## src/rtl/prm_oblgc_pkg.sv

```systemverilog
// Shared types and constants for the PRM obstacle-code query sequencer.
// Build option: PRM_OBLGC_EARLY_EXIT_EN adds the DRAIN state.
package prm_oblgc_pkg;

   localparam int CODE_W = 15;

   // Checker input letters and the code bit that drives each one.
   localparam int CHK_A = 0;
   localparam int CHK_B = 1;
   localparam int CHK_C = 2;
   localparam int CHK_D = 3;
   localparam int CHK_E = 4;
   localparam int CHK_F = 5;
   localparam int CHK_G = 6;
   localparam int CHK_H = 7;
   localparam int CHK_I = 8;
   localparam int CHK_J = 9;
   localparam int CHK_K = 10;
   localparam int CHK_L = 11;
   localparam int CHK_M = 12;
   localparam int CHK_N = 13;
   localparam int CHK_O = 14;

   typedef enum logic [2:0] {
      ST_IDLE   = 3'd0,
      ST_FETCH  = 3'd1,
      ST_SAMPLE = 3'd2,
      ST_DONE   = 3'd3
`ifdef PRM_OBLGC_EARLY_EXIT_EN
      ,
      ST_DRAIN  = 3'd4
`endif
   } state_e;

   // Places each occupancy bit on the checker input it is wired to.
   function automatic logic [CODE_W-1:0] to_checker(input logic [CODE_W-1:0] code);
      logic [CODE_W-1:0] r;
      r        = '0;
      r[CHK_A] = code[0];
      r[CHK_B] = code[1];
      r[CHK_C] = code[2];
      r[CHK_D] = code[3];
      r[CHK_E] = code[4];
      r[CHK_F] = code[5];
      r[CHK_G] = code[6];
      r[CHK_H] = code[7];
      r[CHK_I] = code[8];
      r[CHK_J] = code[9];
      r[CHK_K] = code[10];
      r[CHK_L] = code[11];
      r[CHK_M] = code[12];
      r[CHK_N] = code[13];
      r[CHK_O] = code[14];
      return r;
   endfunction

endpackage

```

## src/rtl/prm_oblgc_acc.sv

```systemverilog
// OR accumulator for the blocked-edge bitmap, with clear, enable and
// all-ones detect (all-ones port exists only with PRM_OBLGC_EARLY_EXIT_EN).
module prm_oblgc_acc #(
   parameter int NUM_EDGE = 64
) (
   input  logic                clk,
   input  logic                rst_n,
   input  logic                clr,
   input  logic                en,
   input  logic [NUM_EDGE-1:0] mask,
   output logic [NUM_EDGE-1:0] acc
`ifdef PRM_OBLGC_EARLY_EXIT_EN
   ,
   output logic                all_ones
`endif
);

   logic [NUM_EDGE-1:0] acc_or;

   assign acc_or = acc | mask;

   // NOTE: sequential state uses non-blocking assignments so every register
   // samples the pre-edge values regardless of block ordering.
   always_ff @(posedge clk or negedge rst_n) begin
      if (!rst_n) begin
         acc <= '0;
      end else if (clr) begin
         acc <= '0;
      end else if (en) begin
         acc <= acc_or;
      end
   end

`ifdef PRM_OBLGC_EARLY_EXIT_EN
   // Looks at the value about to be stored, so saturation is seen in SAMPLE.
   assign all_ones = &acc_or;
`endif

endmodule

```

## src/rtl/prm_oblgc_query.sv

```systemverilog
// Sequencer broadcasting occupancy codes to the PRM edge checkers and ORing
// their edge masks into a blocked-edge bitmap. Option: PRM_OBLGC_EARLY_EXIT_EN.
module prm_oblgc_query
   import prm_oblgc_pkg::*;
#(
   parameter int NUM_EDGE = 64,
   parameter int CNT_W    = 16
) (
   input  logic                clk,
   input  logic                rst_n,
   input  logic                start,
   input  logic [CNT_W-1:0]    code_cnt,
   output logic                busy,
   input  logic                code_valid,
   input  logic [CODE_W-1:0]   code_data,
   output logic                code_ready,
   output logic [CODE_W-1:0]   chk_code,
   input  logic [NUM_EDGE-1:0] chk_mask,
   output logic [NUM_EDGE-1:0] blocked,
   output logic                blocked_valid,
   input  logic                blocked_ready
);

   state_e           state, state_nxt;
   logic [CNT_W-1:0] remaining;
   logic             load, dec, capture, acc_clr, acc_en;
   logic             last_code;

   assign last_code = (remaining == CNT_W'(1));
   assign busy      = (state != ST_IDLE);

`ifdef PRM_OBLGC_EARLY_EXIT_EN
   logic all_ones;
`endif

   prm_oblgc_acc #(
      .NUM_EDGE (NUM_EDGE)
   ) u_acc (
      .clk      (clk),
      .rst_n    (rst_n),
      .clr      (acc_clr),
      .en       (acc_en),
      .mask     (chk_mask),
      .acc      (blocked)
`ifdef PRM_OBLGC_EARLY_EXIT_EN
      ,
      .all_ones (all_ones)
`endif
   );

   always_ff @(posedge clk or negedge rst_n) begin
      if (!rst_n) begin
         state     <= ST_IDLE;
         remaining <= '0;
         chk_code  <= '0;
      end else begin
         state <= state_nxt;
         if (load) begin
            remaining <= code_cnt;
         end else if (dec) begin
            remaining <= remaining - CNT_W'(1);
         end
         if (capture) begin
            chk_code <= to_checker(code_data);
         end
      end
   end

   // NOTE: every signal driven here gets a default first, so no path through
   // the case statement can leave one unassigned and infer a latch.
   always_comb begin
      state_nxt     = state;
      code_ready    = 1'b0;
      blocked_valid = 1'b0;
      load          = 1'b0;
      dec           = 1'b0;
      capture       = 1'b0;
      acc_clr       = 1'b0;
      acc_en        = 1'b0;
      case (state)
         ST_IDLE: begin
            if (start) begin
               acc_clr = 1'b1;
               if (code_cnt != '0) begin
                  load      = 1'b1;
                  state_nxt = ST_FETCH;
               end else begin
                  state_nxt = ST_DONE;
               end
            end
         end
         ST_FETCH: begin
            code_ready = 1'b1;
            if (code_valid) begin
               capture   = 1'b1;
               state_nxt = ST_SAMPLE;
            end
         end
         ST_SAMPLE: begin
            // chk_code has been stable for a full cycle, so chk_mask has settled.
            acc_en = 1'b1;
            dec    = 1'b1;
            if (last_code) begin
               state_nxt = ST_DONE;
`ifdef PRM_OBLGC_EARLY_EXIT_EN
            end else if (all_ones) begin
               state_nxt = ST_DRAIN;
`endif
            end else begin
               state_nxt = ST_FETCH;
            end
         end
`ifdef PRM_OBLGC_EARLY_EXIT_EN
         ST_DRAIN: begin
            // Result is already saturated; remaining codes are consumed unseen.
            code_ready = 1'b1;
            if (code_valid) begin
               dec = 1'b1;
               if (last_code) begin
                  state_nxt = ST_DONE;
               end
            end
         end
`endif
         ST_DONE: begin
            blocked_valid = 1'b1;
            if (blocked_ready) begin
               state_nxt = ST_IDLE;
            end
         end
         default: begin
            state_nxt = ST_IDLE;
         end
      endcase
   end

endmodule
```

## config.mk

```make
export PLATFORM = sky130hd
export DESIGN_NAME = prm_oblgc_query
export DESIGN_NICKNAME = d
export VERILOG_FILES = /design/src/rtl/prm_oblgc_pkg.sv /design/src/rtl/prm_oblgc_acc.sv /design/src/rtl/prm_oblgc_query.sv
export SDC_FILE = /design/constraint.sdc
export NUM_CORES = 1
export LEC_CHECK = 0
export ABC_CLOCK_PERIOD_IN_PS = 4100
export BUFFER_PORTS_ARGS = -buffer_cell sky130_fd_sc_hd__buf_4
export CORE_ASPECT_RATIO = 2
export CORE_MARGIN = 3
export CORE_UTILIZATION = 23
export DETAILED_ROUTE_END_ITERATION = 10
export PLACE_DENSITY_LB_ADDON = 0.15
export SLEW_MARGIN = 20
export SYNTH_ARGS = -nofsm -noshare
export SYNTH_HDL_FRONTEND = slang
export SYNTH_SLANG_ARGS = --single-unit
```

## constraint.sdc

```tcl
create_clock -name clk -period 4.1 [get_ports clk]
set_clock_uncertainty 0.15 [all_clocks]
set_input_delay 0.82 -clock clk [delete_from_list [all_inputs] [get_ports clk]]
set_output_delay 0.82 -clock clk [all_outputs]
set_load 0.1 [all_outputs]
```

# --- Word-level counts from Yosys, hierarchy flattened ---
# Index checks and enable logic that the tools add are counted.
op_classes:
  n_bitwise: 1
  magnitude_cmp: 0
  shift: 0
  mux: 20
  addsub: 1
  eq_ne: 7
  n_div: 0
  multipliers: 0
  n_reduce_logical: 6
op_table:
  columns: ["op", "n"]
  rows:
  - ["$mux 64", 2]
  - ["$or 64x64->64", 1]
  - ["$mux 16", 2]
  - ["$eq 16x1->1 const B", 1]
  - ["$reduce_bool 16->1", 1]
  - ["$sub 16x1->16 const B", 1]
  - ["$pmux 3 s4", 1]
  - ["$mux 1", 10]
  - ["$mux 3", 3]
  - ["$eq 3x2->1 const B", 2]
  - ["$ne 2x2->1 const B", 3]
  - ["$mux 2", 2]
  - ["$reduce_bool 2->1", 2]
  - ["$eq 3x1->1 const B", 1]
  - ["$logic_not 3->1", 1]
  - ["$reduce_and 3->1", 1]
  - ["$reduce_bool 3->1", 1]
totals:
  output_inout_bits: 82
  latchBits: 0
  n_memories: 0
  ram_bits: 0
  input_bits: 100
  wordCells: 39
  reg_bits: 98
  rom_bits: 0

# --- Depth between registers and ports, before layout ---
depth:
  word_depth: 5
  ltp_mapped: 7

# --- By module ---
# Synthesis repeated with hierarchy kept, for this count alone.
unflattened:
  hier_cells: 364
  area_unflattened_um2: 4035.1
modules_own_cells:
  columns: ["module", "cells_each", "instances", "seq_area_each_um2", "area_per_inst_um2"]
  rows:
  - ["prm_oblgc_acc", 206, 1, 1601.5, 2353.5]
  - ["prm_oblgc_query", 158, 1, 825.8, 1681.6]

# --- Least setup slack after synthesis ---
# OpenSTA, ideal clock, no wires.
synth_timing:
  path_kind: "reg2reg"
  from: "register state[1]"
  to: "register chk_code[0]"
  n_path_buf: 2
  arrival_time_ns: 2.885
  stages_incl_launch_ff: 6
  path_slack_ns: 0.939
  synth_period_minus_slack_ns: 3.161
  path_cell_list: "dfrtp_1 > clkbuf_1 > nor2b_1 > nand2_1 > buf_2 > mux2_2"
synth_between:
  elab_chain_len: 2
synth_lines:
  columns: ["item", "line", "text"]
  rows:
  - ["from (decl)", "prm_oblgc_query.sv:24", "state_e state, state_nxt;"]
  - ["from (signal assigned)", "prm_oblgc_query.sv:57", "state <= state_nxt;"]
  - ["$eq 3x1->1", "prm_oblgc_query.sv:80", "case (state)"]
  - ["$mux 1", "prm_oblgc_query.sv:80", null]
  - ["to (signal assigned)", "prm_oblgc_query.sv:64", "chk_code <= to_checker(code_data);"]
  - ["to (decl)", "prm_oblgc_query.sv:17", "output logic [CODE_W-1:0] chk_code,"]
# No other way between the ends.
# A chain may end at the register's enable or synchronous reset.

# --- Worst setup path in the final report ---
layout_timing:
  from: "input port code_cnt[2]"
  to: "register remaining[13]"
layout_between:
  elab_chain_len: 5
layout_lines:
  columns: ["item", "line", "text"]
  rows:
  - ["from (decl)", "prm_oblgc_query.sv:12", "input logic [CNT_W-1:0] code_cnt,"]
  - ["$reduce_bool 16->1 *", "prm_oblgc_query.sv:84", "if (code_cnt != '0) begin"]
  - ["$mux 1 *", "prm_oblgc_query.sv:84", null]
  - ["$mux 1 *", "prm_oblgc_query.sv:82", "if (start) begin"]
  - ["$mux 1 *", "prm_oblgc_query.sv:80", null]
  - ["$mux 16 or $reduce_bool 2->1 (tied branches)", null, null]
  - ["to (signal assigned)", "prm_oblgc_query.sv:59", "remaining <= code_cnt;"]
  - ["to (signal assigned)", "prm_oblgc_query.sv:61", "remaining <= remaining - CNT_W'(1);"]
  - ["to (decl)", "prm_oblgc_query.sv:25", "logic [CNT_W-1:0] remaining;"]
# Every way passes the cells marked *; elsewhere a longest branch is shown, timed or not.

==> parameters.txt <==
Parameter                              Value

Clocking
  Inserted Clock Buffers    9
  Root Buffer Master    clkbuf_16
  TritonCTS clock tree    done
  Maximum level of the CTS H-tree    3
  # hold bufs at CTS    0
  Clock sink count    97
  CTS clk-pin slew, worst paths    70 ps
  Buffer depth of the longest clock path    2
  Worst-skew pair later-pin latency    350 ps
  Count of instances resized after the clock tree is built    0
  Number of buffers inserted by post-CTS setup repair    0

Placement
  Final weighted congestion of routability-driven global placement    0.759
  IO Port Bufs    181
  Sum of net half-perimeters after detailed placement    9560 um

Synthesis
  Sequential-to-total area share from yosys stat    61.5%
  Cell types occupying the most area after synthesis    dfrtp_1 61%, a21oi_1 8.6%, nor2_1 6.6%, mux2_2 4.3%, buf_2 1.6%
  Most used flip-flop cell after synthesis    dfrtp_1
  Top-area cell type share of the netlist area    61.5%
  Fraction of synthesis flops using an asynchronous set or reset pin    100%
  Post-synthesis register bit count    97
  Synthesized area divided by synthesized cell count    10.8 sq um
  Net count after synthesis    466
  Number of enable-type register cells in the synthesized netlist    0
  Number of distinct library cells after synthesis    40
  Dominant cell type by area after synthesis    dfrtp_1
  Post-synthesis instance total    364
  Number of warnings printed during yosys synthesis    0
  Area of the mapped netlist    3950 sq um

Floorplanning
  Number of top-level design ports    182
  Effective utilization at floorplan    23.5%
  Area of the die    18900 sq um
  Placeable core region    16800 sq um
  Die H    191 um
  Row cnt    67
  Die boundary width    98.6 um

Route
  Via-per-instance ratio    4.55
  Number of vias after detailed routing    3419
  Drt initial violations    102
  DR WL/cell    16.8 um
  Length of the first detailed-routing pass in iterations    4
  Remaining antenna violation count    0
  Routed WL    12600 um
  Post-route DRC violation count    0

Timing
  Count of final hold-check violations    0
  Worst rel slew slack    34.4%
  Number of setup violations in the final report    0
  Fin crit share    63.8%
  Upper clock frequency limit    382 MHz
  Setup repair after global routing missed its margin    no
  Shortest clock period the worst path allows after layout    2610 ps
  Setup Total Neg Slack    0 ps
  Worst slew pin tran    984 ps
  Number of max-slew violations in the final report    0

Global routing
  Congestion Overflow GR    0
  Wire length of the first global-routing pass    19300 um
  Antenna violations before repair    0
  Largest net degree at the start of global routing    47
  Vias in the first global route    3595
  Global routing usage summed across all routing layers    13.3%

Setup path
  Type of the setup path with the least slack    in -> reg
  Worst R2R Path Depth    4
  Minimum setup slack among reg-to-reg paths    1680 ps
  Worst setup SP type    primary input
  Critical-path maximum fanout    21
  CP arrival    2750 ps
  CP required    4230 ps
  Launch instance of the worst register-to-register path    state[0]
  Type of destination of the critical path    flip-flop
  Endpoint of the worst register-to-register path    remaining[1]

Cells and area
  Total Nets Final    641
  Most common cell after layout, fill and taps aside    buf_4
  Fraction of final layout cells sized beyond drive strength 1    42.5%
  Most used cells in the layout excluding fill and tap cells    185 x buf_4, 97 x dfrtp_1, 69 x nor2_1, 68 x a21oi_1, 15 x mux2_2
  Count of antenna diodes in the layout    0
  Synthesis-to-finish area growth    48.0%
  Number of filler cells placed in the layout    1796

Outcome
  Run status    finished, final reports clean

Worst hold path
  Hold crit path type    in -> async

Flow run
  Maximum capacitance violations    0
metal layers:
| layer | GRT usage [%] | vias to the layer above | routed length, um |
|---|---|---|---|
| met5 | 0 | - | 0 |
| met4 | 5.63 | 0 | 300 |
| met3 | 3.10 | 15 | 600 |
| met2 | 25.7 | 106 | 7470 |
| met1 | 13.4 | 1679 | 4220 |
| li1 | - | 1619 | - |
sequential cells by signal, indices dropped and copies added (netlist names):
| register | flops |
|---|---|
| chk_code | 15 |
| remaining | 16 |
| state | 2 |
| u_acc.acc | 64 |
cell usage after synthesis (2+ instances only):
cell type and count:
o311ai_0 4, nand4_1 3, mux2_2 15, clkbuf_1 6, or4_1 4, a21oi_1 68, nor2_1 69, or2_2 2
inv_1 7, a211oi_1 2, nor2b_1 5, nand3_1 9, ha_1 2, buf_2 13, nor4_4 2, o21ai_0 5
o211ai_1 4, o21ai_1 3, nor4_1 5, nand2_1 14, buf_6 2, nor3_2 2, dfrtp_1 97, nor3_1 4
a22oi_1 2
worst max-delay path by stage:
stage	start	endpoint
3_5_place_dp	code_cnt[10]	remaining[13]
5_1_grt	code_cnt[2]	remaining[11]
2_1_floorplan	state[1]	chk_code[0]
6_report	code_cnt[2]	remaining[13]
3_3_place_gp	code_cnt[2]	remaining[13]
4_1_cts	code_cnt[2]	remaining[13]
layout make-up:
class	instances	area (sq um)	share of cell area [%]
timing repair buffer	185	1390	23.8
clock buffer	9	225	3.86
inverter	7	26.3	0.450
multi-input combinational	239	1400	23.9
tap	207	259	4.43
sequential	97	2430	41.6
clock inverter	7	119	2.03
per-stage QoR:
step	instances	utilization, %	area (sq um)	hold WS, ps	worst slack, ps
2_1_floorplan	364	-	3950	348	939
3_3_place_gp	735	32.8	5500	327	1100
3_5_place_dp	735	32.8	5500	333	1110
4_1_cts	751	34.8	5840	230	1480
5_1_grt	751	34.8	5840	247	1280
6_report	751	34.8	5840	228	1490
kinds of logic (layout without fill, tap and decap cells):
family / after synthesis / after routing / synth area share (%)
compound gates: 95 / 95 / 14.0
fa+ha+maj: 2 / 2 / 0.634
buf+inv: 28 / 208 / 3.45
flops: 97 / 97 / 61.5
mux: 15 / 15 / 4.28
simple gates: 127 / 127 / 16.2
worst max-delay path: stages:
cell	delay, ps
buf_4	120
nor4_1	650
a41oi_2	620
a311o_1	470
nand3_1	70
Power is not shown: default switching activity piles up to over one toggle a cycle in this logic, so the estimate is an artifact.
